## src/rtl/pipe_pkg.sv

```systemverilog
// Shared pipeline types: default field widths, ID/EX control and data bundles.
// Used by the ID/EX stage register and anything that builds or consumes its payload.
package pipe_pkg;

    localparam int DEF_DATA_W = 16;
    localparam int DEF_PC_W   = 10;
    localparam int DEF_REG_W  = 4;
    localparam int DEF_ALU_W  = 3;

    typedef struct packed {
        logic                 wb;
        logic                 memrd;
        logic                 memwr;
        logic                 br;
        logic [DEF_ALU_W-1:0] aluop;
    } id_ex_ctrl_t;

    typedef struct packed {
        logic [DEF_PC_W-1:0]   pc;
        logic [DEF_DATA_W-1:0] val1;
        logic [DEF_DATA_W-1:0] val2;
        logic [DEF_DATA_W-1:0] reg2;
        logic [DEF_REG_W-1:0]  src1;
        logic [DEF_REG_W-1:0]  src2;
        logic [DEF_REG_W-1:0]  dst;
    } id_ex_data_t;

    localparam id_ex_ctrl_t ID_EX_BUBBLE = '0;

endpackage

```

## src/rtl/pipe_skid_buf.sv

```systemverilog
// Two-entry valid/ready buffer (main + skid) with synchronous flush of both entries.
// Latency 1 cycle in->out; in_rdy is the registered skid-empty flag, never combinational on out_rdy.
module pipe_skid_buf #(
    parameter int W = 8
) (
    input  logic         Clk,
    input  logic         rst_n,
    input  logic         flush,
    input  logic         in_vld,
    output logic         in_rdy,
    input  logic [W-1:0] in_dat,
    output logic         out_vld,
    input  logic         out_rdy,
    output logic [W-1:0] out_dat
);

    logic         main_vld;
    logic [W-1:0] main_dat;
    logic         skid_vld;
    logic [W-1:0] skid_dat;
    logic         in_fire;
    logic         out_fire;
    logic         main_load;

    assign in_rdy    = !skid_vld;
    assign out_vld   = main_vld;
    assign out_dat   = main_dat;
    assign in_fire   = in_vld && !skid_vld;
    assign out_fire  = main_vld && out_rdy;
    assign main_load = !main_vld || out_fire;

    // Skid is only ever full while main is full, so draining it first keeps FIFO order.
    always_ff @(posedge Clk or negedge rst_n) begin
        if (!rst_n) begin
            main_vld <= 1'b0;
            main_dat <= '0;
            skid_vld <= 1'b0;
            skid_dat <= '0;
        end else if (flush) begin
            main_vld <= 1'b0;
            skid_vld <= 1'b0;
        end else if (main_load) begin
            if (skid_vld) begin
                main_vld <= 1'b1;
                main_dat <= skid_dat;
                skid_vld <= 1'b0;
            end else if (in_fire) begin
                main_vld <= 1'b1;
                main_dat <= in_dat;
            end else begin
                main_vld <= 1'b0;
            end
        end else if (in_fire) begin
            skid_vld <= 1'b1;
            skid_dat <= in_dat;
        end
    end

endmodule

```

## src/rtl/id_ex_skid_reg.sv

```systemverilog
// ID/EX stage register with valid/ready skid buffering, flush-to-bubble and a saturating stall counter.
// Latency 1 cycle; a downstream stall fills the skid entry and then drops in_ready, nothing is lost.
module id_ex_skid_reg
    import pipe_pkg::*;
#(
    parameter int DATA_W = DEF_DATA_W,
    parameter int PC_W   = DEF_PC_W,
    parameter int REG_W  = DEF_REG_W,
    parameter int ALU_W  = DEF_ALU_W,
    parameter int CNT_W  = 16
) (
    input  logic              Clk,
    input  logic              rst_n,
    input  logic              in_valid,
    output logic              in_ready,
    input  logic              WB_Enable,
    input  logic              MemRead,
    input  logic              MemWrite,
    input  logic              Br_Taken,
    input  logic [ALU_W-1:0]  ALUOperation,
    input  logic [PC_W-1:0]   PC,
    input  logic [DATA_W-1:0] Reg1,
    input  logic [DATA_W-1:0] Reg2,
    input  logic [DATA_W-1:0] RegOrExtend,
    input  logic [REG_W-1:0]  SrcReg1,
    input  logic [REG_W-1:0]  SrcReg2Or0,
    input  logic [REG_W-1:0]  DstReg,
    input  logic              flush,
    output logic              out_valid,
    input  logic              out_ready,
    output logic              WBEnableOut,
    output logic              MemReadOut,
    output logic              MemWriteOut,
    output logic              Br_TakenOut,
    output logic [ALU_W-1:0]  ALUOperationOut,
    output logic [PC_W-1:0]   PCOut,
    output logic [DATA_W-1:0] Val1,
    output logic [DATA_W-1:0] Val2,
    output logic [DATA_W-1:0] Reg2Out,
    output logic [REG_W-1:0]  Src1Out,
    output logic [REG_W-1:0]  Src2Out,
    output logic [REG_W-1:0]  DstRegOut,
    input  logic              cnt_clr,
    output logic [CNT_W-1:0]  stall_cycles
);

    typedef struct packed {
        logic             wb;
        logic             memrd;
        logic             memwr;
        logic             br;
        logic [ALU_W-1:0] aluop;
    } ctrl_t;

    typedef struct packed {
        logic [PC_W-1:0]   pc;
        logic [DATA_W-1:0] val1;
        logic [DATA_W-1:0] val2;
        logic [DATA_W-1:0] reg2;
        logic [REG_W-1:0]  src1;
        logic [REG_W-1:0]  src2;
        logic [REG_W-1:0]  dst;
    } data_t;

    localparam int PAY_W = $bits(ctrl_t) + $bits(data_t);

    ctrl_t             in_ctrl;
    data_t             in_data;
    ctrl_t             held_ctrl;
    ctrl_t             vis_ctrl;
    data_t             held_data;
    logic [PAY_W-1:0]  out_pay;

    assign in_ctrl = '{wb: WB_Enable, memrd: MemRead, memwr: MemWrite,
                       br: Br_Taken, aluop: ALUOperation};
    assign in_data = '{pc: PC, val1: Reg1, val2: RegOrExtend, reg2: Reg2,
                       src1: SrcReg1, src2: SrcReg2Or0, dst: DstReg};

    pipe_skid_buf #(
        .W (PAY_W)
    ) u_buf (
        .Clk     (Clk),
        .rst_n   (rst_n),
        .flush   (flush),
        .in_vld  (in_valid),
        .in_rdy  (in_ready),
        .in_dat  ({in_ctrl, in_data}),
        .out_vld (out_valid),
        .out_rdy (out_ready),
        .out_dat (out_pay)
    );

    assign {held_ctrl, held_data} = out_pay;

    // Control is masked from the registered valid so an empty stage always looks like a bubble.
    assign vis_ctrl = out_valid ? held_ctrl : ctrl_t'('0);

    assign WBEnableOut     = vis_ctrl.wb;
    assign MemReadOut      = vis_ctrl.memrd;
    assign MemWriteOut     = vis_ctrl.memwr;
    assign Br_TakenOut     = vis_ctrl.br;
    assign ALUOperationOut = vis_ctrl.aluop;
    assign PCOut           = held_data.pc;
    assign Val1            = held_data.val1;
    assign Val2            = held_data.val2;
    assign Reg2Out         = held_data.reg2;
    assign Src1Out         = held_data.src1;
    assign Src2Out         = held_data.src2;
    assign DstRegOut       = held_data.dst;

    always_ff @(posedge Clk or negedge rst_n) begin
        if (!rst_n) begin
            stall_cycles <= '0;
        end else if (cnt_clr) begin
            stall_cycles <= '0;
        end else if (out_valid && !out_ready && !(&stall_cycles)) begin
            stall_cycles <= stall_cycles + CNT_W'(1);
        end
    end

endmodule

```

## config.mk

```make
export PLATFORM = sky130hd
export DESIGN_NAME = id_ex_skid_reg
export DESIGN_NICKNAME = d
export VERILOG_FILES = /design/src/rtl/pipe_pkg.sv /design/src/rtl/pipe_skid_buf.sv /design/src/rtl/id_ex_skid_reg.sv
export SDC_FILE = /design/constraint.sdc
export NUM_CORES = 1
export LEC_CHECK = 0
export BUFFER_PORTS_ARGS = -buffer_cell sky130_fd_sc_hd__buf_2
export CAP_MARGIN = 30
export CORE_UTILIZATION = 50
export CTS_CLUSTER_SIZE = 30
export DETAILED_ROUTE_END_ITERATION = 12
export PLACE_DENSITY_LB_ADDON = 0.12
export SYNTH_ARGS = -nofsm -noshare
export SYNTH_HDL_FRONTEND = slang
export SYNTH_SLANG_ARGS = --single-unit
```

## constraint.sdc

```tcl
create_clock -name Clk -period 3.5 [get_ports Clk]
set_input_delay 0.525 -clock Clk [delete_from_list [all_inputs] [get_ports Clk]]
set_output_delay 0.525 -clock Clk [all_outputs]
set_load 0.005 [all_outputs]
```

# Word-level counts from Yosys, hierarchy flattened

Cells that the tools add are included.
Widths: inputs -> output; s select.

Add/sub/neg operators: 1
Multipliers: 0
Divide/modulo/power cells: 0
$lt $le $gt $ge: 0
Equality and inequality tests: 0
Shift operators: 0
Multiplexer cells: 12
Bitwise operators: 2
Reductions and logical operators: 16

Operators by type and width:

| operator              | count |
|---|---|
| $mux 77               | 2 |
| $mux 16               | 2 |
| $add 16x1->16 const B | 1 |
| $reduce_and 16->1     | 1 |
| $mux 1                | 7 |
| $mux 7                | 1 |
| $reduce_and 3->1      | 2 |
| $reduce_bool 2->1     | 3 |
| $logic_and 1x1->1     | 4 |
| $logic_not 1->1       | 4 |
| $reduce_bool 3->1     | 1 |
| $not 1->1             | 2 |
| $logic_or 1x1->1      | 1 |

Flip-flop bits (word level): 172
Latch bits: 0
RAM bits: 0
Memory bits (read-only): 0
Bits of input ports: 83
Output and inout port bits: 95
Word-level logic and storage cells: 36
Memories: 0

# Longest topological paths before layout

Gate-level depths: netlist of run 1.

Depth after elaboration: 6
Depth in mapped cells: 7
Gate-level depth less buffers: 5

# Cells and area by module

A second synthesis of run 1 with hierarchy kept.

Cells, all modules: 530
Area total of the unflattened synthesis: 7926.4 um2

By module, submodules not included:

| module         | instances | cells each | area each (um2) | sequential area each (um2) |
|---|---|---|---|---|
| pipe_skid_buf  | 1         | 421        | 6920.4          | 3903.7 |
| id_ex_skid_reg | 1         | 109        | 1006.0          | 400.4 |

# Worst setup path before layout of run 1

No wires, ideal clock.

Kind: input to register
From: input out_ready
To: register u_buf.skid_dat[46]
Setup time: 0.125 ns
Arrival time: 1.556 ns
Data required time: 3.375 ns
Slack: 1.820 ns
Stages on the path: 5
Path buffers: 2
Path through: and2b_2 -> nand3_2 -> buf_2 -> buf_6 -> mux2_2

Cells in the longest elaborated chain, start to end: 4

Ends and longest elaborated chain:

| item                       | RTL line             | source |
|---|---|---|
| start: declaration         | id_ex_skid_reg.sv:30 | `input logic out_ready,` |
| $logic_and 1x1->1          | pipe_skid_buf.sv:29  | `assign out_fire = main_vld && out_rdy;` |
| $logic_or 1x1->1           | pipe_skid_buf.sv:30  | `assign main_load = !main_vld \|\| out_fire;` |
| $not 1->1 (no line)        | --                   |  |
| $reduce_and 3->1 (no line) | --                   |  |
| end signal: assignment     | pipe_skid_buf.sv:55  | `skid_dat <= in_dat;` |
| end: declaration           | pipe_skid_buf.sv:20  | `logic [W-1:0] skid_dat;` |

No other way between the ends.
A chain may end at the register's enable or synchronous reset.

# Worst setup path after layout of run 1

From: register u_buf.skid_vld
To: output in_ready

Cells in the longest elaborated chain, start to end: 1

Ends and longest elaborated chain:

| item                     | RTL line             | source |
|---|---|---|
| start: declaration       | pipe_skid_buf.sv:19  | `logic skid_vld;` |
| start signal: assignment | pipe_skid_buf.sv:37  | `skid_vld <= 1'b0;` |
| start signal: assignment | pipe_skid_buf.sv:41  | `skid_vld <= 1'b0;` |
| start signal: assignment | pipe_skid_buf.sv:46  | `skid_vld <= 1'b0;` |
| $logic_not 1->1          | pipe_skid_buf.sv:25  | `assign in_rdy = !skid_vld;` |
| end: declaration         | id_ex_skid_reg.sv:15 | `output logic in_ready,` |

No other way between the ends.

==> results of run 1 <==
path summary, 6_finish.rpt:
path	from	endpoint	slack, ns	cells past startpoint
min	rst_n	u_buf.out_dat[40]$_DFFE_PN0P_	0.14	1
min in group Clk	flush	u_buf.out_vld$_DFFE_PN0N_	0.31	2
max reg2reg	u_buf.out_vld$_DFFE_PN0N_	u_buf.skid_dat[59]$_DFFE_PN0P_	1.18	4
max in group asynchronous	rst_n	u_buf.out_dat[5]$_DFFE_PN0P_	2.52	2
min reg2reg	u_buf.skid_dat[62]$_DFFE_PN0P_	u_buf.skid_dat[62]$_DFFE_PN0P_	0.50	1
max	u_buf.skid_vld$_DFFE_PN0P_	in_ready	0.65	4
logic make-up (layout without fill, tap and decap cells):
kind of cell,Yosys count,count (layout)
AOI/OAI and AO/OA,101,101
adders and majority gates,1,1
buffers and inverters,110,220
DFF,172,172
muxes,159,159
and+or+nand+nor,142,142
routing by layer:
layer	routed length, µm	part of all wire, %
met1	6965	44
met2	7581	48
met3	913	5.8
met4	386	2.4
met5	0	0
flip-flops by register name, indices dropped and copies added, names as in the netlist:
signal / cells
u_buf.skid_vld: 1
u_buf.out_dat: 77
u_buf.skid_dat: 77
u_buf.out_vld: 1
stall_cycles: 16
synthesized netlist by cell type, drive strengths merged:
cell and instances:
or4 4, and2 8, nand2b 5, clkbuf 7, and4b 1, dfrtp 172
ha 1, a21oi 88, and3 1, nand2 8, nor3b 1, mux2i 80
nor4 5, nor2b 2, nand3 4, nand4 6, inv 3, nor3 6
and2b 1, dlygate4sd1 1, mux2 79, o21ai 8, and4 2, o31ai 5
buf 99, or3 3, nor2 85
final cells by class:
type / count / area (µm²)
clock buffers: 17 / 425.4
clock inverters: 15 / 166.4
fillers: 1327 / 6270
inverters: 3 / 11.26
multi-input cells: 403 / 2949
flip-flops and latches: 172 / 4308
well taps: 211 / 264.0
repair buffers: 185 / 977.2
worst register-to-register path: stages, from the launching register on:
cell     delay, ns
dfrtp_1       0.49
and2b_2       0.28
nand3_4       0.63
buf_4         0.51
mux2_2        0.29
metrics by stage:
| step | setup slack [ns] | cells |
|---|---|---|
| after CTS | 0.6348 | 1006 |
| after global placement | 1.026 | 974 |
| after detailed placement | 0.9897 | 974 |
| final | 0.6525 | 1006 |
| after global routing | 0.5149 | 1006 |
| after floorplan | 1.820 | 685 |
power groups by stage:
| stage | registers [mW] | logic (mW) | clock network [mW] |
|---|---|---|---|
| floorplan | 2.53 | 0.637 | 0 |
| global placement | 2.58 | 0.734 | 0 |
| detailed placement | 2.60 | 0.763 | 0 |
| CTS | 2.56 | 0.767 | 1.91 |
| global route | 2.60 | 0.842 | 1.99 |
| finish | 2.56 | 0.750 | 1.86 |
==> metrics, run 1 <==
Final Hold Viols 0; final core utilization 59.21%; Clock Path Buffers 2; most frequent cells in the layout buf_2 (176), dfrtp_1 (171), a21oi_1 (88); die width 128.3 µm; crit path DAT 2.32 ns; final wirelength 15850 µm; met2 Use GR 31.35%; initial antenna violation count 0; slew margin rel. between 40% and 50%; CP max stage cell buf_4; post-CTS resize count 0; critical path class flip-flop to output port; Setup Fix Bufs, Post-CTS 0; DRC Markers 0; CP top delay family buffers and inverters; Num Clock Sinks between 150 and 200; vias per std cell 5.170; Skew-Pair Late Insertion Delay 0.42 ns; post-synthesis mux area share between 20% and 30%; largest family of logic cells by synthesized area multiplexers; TNS Setup 0 ns; CP required 2.97 ns; largest net degree at the start of global routing 125; critical-path cell list buf_4 > buf_4 > inv_1 > buf_2; Starting DRT DRC Count 285; synth top area cells dfrtp_1 (54%), mux2_2 (11%), mux2i_1 (10%), buf_4 (6.6%), a21oi_1 (5.5%); routing usage on met1 a little over a quarter; area leader, netlist dfrtp_1; GPL Wtd Cong 0.8614; leakage power total 4.028 nW; minimum clock period 2.847 ns; pwr/cell area 568.2 mW/mm²; Sw Pwr 1.332 mW; fin crit share 81.36%; most common cell after layout, fill and taps aside buf_2; Post-layout nets 866; peak supply drop between 0.3 and 0.4 mV; Port Buffers 177; Placement Rows 45; outcome finished clean; RSZ-0062 raised after global routing false; IO Pins roughly 180; first drt pass iteration count 6; dpl hpwl ~11000 µm; Clk pwr share between 30% and 40%; HP Class primary input to async pin; Final ANT Viol Nets 0; vias in the first global route roughly 5100; Unique masters post-synth 34; Hold WS between 0.1 and 0.15 ns; met3 Resource Use GR 5.301%; Max Freq 351.2 MHz; Die Ht approximately 130 µm; combinational fraction of design power 14.5%; Initial Utilization between 50% and 60%; critical path capture point type output port; crit start category flip-flop; YS warnings 0; Slew Viols, Final 0; Root Buffer clkbuf_16; Buf+Inv Stages, Crit Path 4; syn_nets 769; Most Frequent Cell on Critical Path buf_4; Flop pwr share around half; post-synthesis adder-cell area fraction 0.1569%; cts bufs inserted 17; DR WL/cell 15.75 µm; area share of the leading cell type in the synthesized netlist between 50% and 60%; GRT Residual Overflow 0; Syn Area/Cell 11.64 µm²; Pwr Total 5.171 mW; via count 5201; htree depth 4; Worst Path Max Fanout 40; Post-Synth Simple-Gate Area 8.973%; compound-cell area share of the yosys netlist about 6.5%; Mapped Cells 685; die area 0.01646 mm²; actual slew at the worst max-slew pin ~0.86 ns; layout cells sized above 1 a little under two fifths; Slowest Stage Delay on Critical Path 0.67 ns; number of diodes 0; Cell Area, Placed around 0.0085 mm²; # hold bufs at CTS 0; sequential-to-total area share from yosys stat 53.96%; global-route layer with the greatest usage met2; gr usage total 19.99%; Syn-to-layout area delta 14.10%; final setup fails 0; synthesized area 0.007976 mm²; final instance area 0.009101 mm²; Yosys reg bits 172; TritonCTS clock tree yes; Synth Area in XOR/XNOR 0%; CTS clk-pin slew, worst paths 0.06 ns; Int Pwr 3.839 mW; Core ar. 0.01537 mm²; total of max-cap violations 0; clk_skew 0.004932 ns; Sw Share 25.77%; first-pass GRT wire length 25300 µm
Power figures use the tool's default switching activity.
==> run 2, diff against run 1 <==
- clock period: 3.5 -> 2.8 ns (I/O delays scaled with it)
==> metrics, run 2 (synthesized netlist as in run 1, its figures left out) <==
cts bufs inserted 17 (unchanged); clk_skew 0.007844 ns (+0.002912 ns); most frequent cells in the layout buf_2 (176), dfrtp_1 (171), a21oi_1 (88); dpl hpwl 10720 µm (+0.59%); GPL Wtd Cong 0.7846 (-8.9%); Post-layout nets 866 (unchanged); outcome finished with violations; Starting DRT DRC Count 270 (-5.3%); # fillers 1292 (-2.6%); Clock Path Buffers 2 (unchanged); RSZ-0062 raised after global routing false; minimum clock period 2.087 ns; Hold WS -0.02197 ns (-0.1630 ns); pwr/cell area 714.7 mW/mm² (+26%); Placement Rows 45 (unchanged); die area 0.01646 mm² (unchanged); slew margin rel. 56.79% (+14 points); TNS Setup 0 ns (unchanged); FF+latch area 0.004308 mm² (unchanged); critical-path cell list buf_12 > nor2_1 > nor3_2 > buf_12 > nor2_1 > a21oi_1; gr usage total 20.37% (+0.38 points); pre-CTS setup slack 0.6894 ns (-0.3003 ns); final wirelength 15950 µm (+0.61%); final setup fails 0 (unchanged); Max Freq 479.1 MHz; Core ar. 0.01537 mm² (unchanged); # hold bufs at CTS 0 (unchanged); Setup Fix Bufs, Post-CTS 0 (unchanged); TritonCTS clock tree yes; GRT Residual Overflow 0 (unchanged); Syn-to-layout area delta 14.85%; die width 128.3 µm (unchanged); layout cells sized above 1 38.11% (-0.25 points); largest net degree at the start of global routing 83 (-34%); crit path DAT 2.43 ns (+0.11 ns); Skew-Pair Late Insertion Delay 0.42 ns (about the same); Final ANT Viol Nets 0 (unchanged); first-pass GRT wire length 25880 µm (+2.3%); Root Buffer clkbuf_16; CP max stage cell buf_12; Buf+Inv Stages, Crit Path 2 (-2); CTS clk-pin slew, worst paths 0.06 ns (about the same); vias in the first global route 5189 (+2.3%); number of diodes 0 (unchanged); DRC Markers 0 (unchanged); actual slew at the worst max-slew pin 0.6482 ns (-0.2120 ns); critical path class flip-flop to flip-flop; first drt pass iteration count 4 (-2); most common cell after layout, fill and taps aside buf_2; peak supply drop 0.3827 mV (+14%); Slowest Stage Delay on Critical Path 0.45 ns (-0.22 ns); htree depth 4 (unchanged); area of the multi-input gates 0.002949 mm² (unchanged); CP top delay family buffers and inverters; Initial Utilization 51.89% (unchanged); Pwr Total 6.547 mW (+27%); worst setup margin 0.7127 ns (+0.06018 ns); Port Buffers 177 (unchanged); Worst Path Max Fanout 82 (+110%); total of max-cap violations 0 (unchanged); Num Clock Sinks 172 (unchanged); Final Hold Viols 11 (+11); IO Pins 178 (unchanged); fin crit share 74.55%; Slew Viols, Final 0 (unchanged); vias per std cell 5.194 (+0.46%); initial antenna violation count 0 (unchanged); post-CTS resize count 0 (unchanged); final core utilization 59.60% (+0.39 points); DR WL/cell 15.85 µm (+0.61%); failing checks negative hold slack; crit start category flip-flop; leakage power total 4.065 nW (+0.92%); CP required 3.14 ns (+0.17 ns); critical path capture point type flip-flop; via count 5225 (+0.46%); Die Ht 128.3 µm (unchanged); HP Class primary input to async pin
-- run 2: cell types whose count changed in the layout (fill, tap and decap cells not counted) --
cell        delta
buf_12         +4
buf_4          -4
bufinv_16      +1
clkbuf_1       +2
clkbuf_8       +2
clkinv_2       +4
clkinv_4       -4
clkinvlp_4     -3
inv_6          -2
-- run 2: where the power goes --
part / internal (mW) / leakage (nW) / total, mW / switching, mW
sequential: 2.96 / 2.04 / 3.19 / 0.238
clock: 1.45 / 0.301 / 2.40 / 0.955
combinational: 0.521 / 1.73 / 0.948 / 0.427
-- run 2: routing by layer --
| layer | global-route usage, % | wire, µm |
|---|---|---|
| met4 | 8.235 | 223 |
| met3 | 5.593 | 929 |
| met5 | 0 | 0 |
| met2 | 32.37 | 7589 |
| met1 | 26.48 | 7203 |
-- run 2: layout make-up --
class                           count  area share (%)
Tap cell                          211           2.882
Multi-Input combinational cell    403           32.19
Sequential cell                   172           47.02
Inverter                            3          0.1229
Clock inverter                     11           1.543
Clock buffer                       21           5.026
Timing Repair Buffer              185           11.21
-- run 2: worst paths after layout --
| check | from | endpoint | slack [ns] | cells after the start |
|---|---|---|---|---|
| hold reg to reg | u_buf.skid_dat[59]$_DFFE_PN0P_ | u_buf.skid_dat[59]$_DFFE_PN0P_ | 0.50 | 1 |
| hold / removal | rst_n | u_buf.out_dat[41]$_DFFE_PN0P_ | -0.02 | 1 |
| min in group Clk | flush | u_buf.out_vld$_DFFE_PN0N_ | 0.21 | 2 |
| setup reg to reg | u_buf.skid_vld$_DFFE_PN0P_ | u_buf.out_dat[25]$_DFFE_PN0P_ | 0.71 | 6 |
| max in group asynchronous | rst_n | stall_cycles[5]$_DFFE_PN0P_ | 2.06 | 2 |
| setup / recovery | u_buf.skid_vld$_DFFE_PN0P_ | u_buf.out_dat[25]$_DFFE_PN0P_ | 0.71 | 6 |
-- run 2: stage by stage --
step,area (µm²),hold slack (ns),instances
after floorplan,7976,0.1244,685
after global placement,8559,0.4597,974
after detailed placement,8559,0.4644,974
after CTS,9161,0.007148,1006
after global routing,9161,0.02646,1006
final,9161,-0.02197,1006
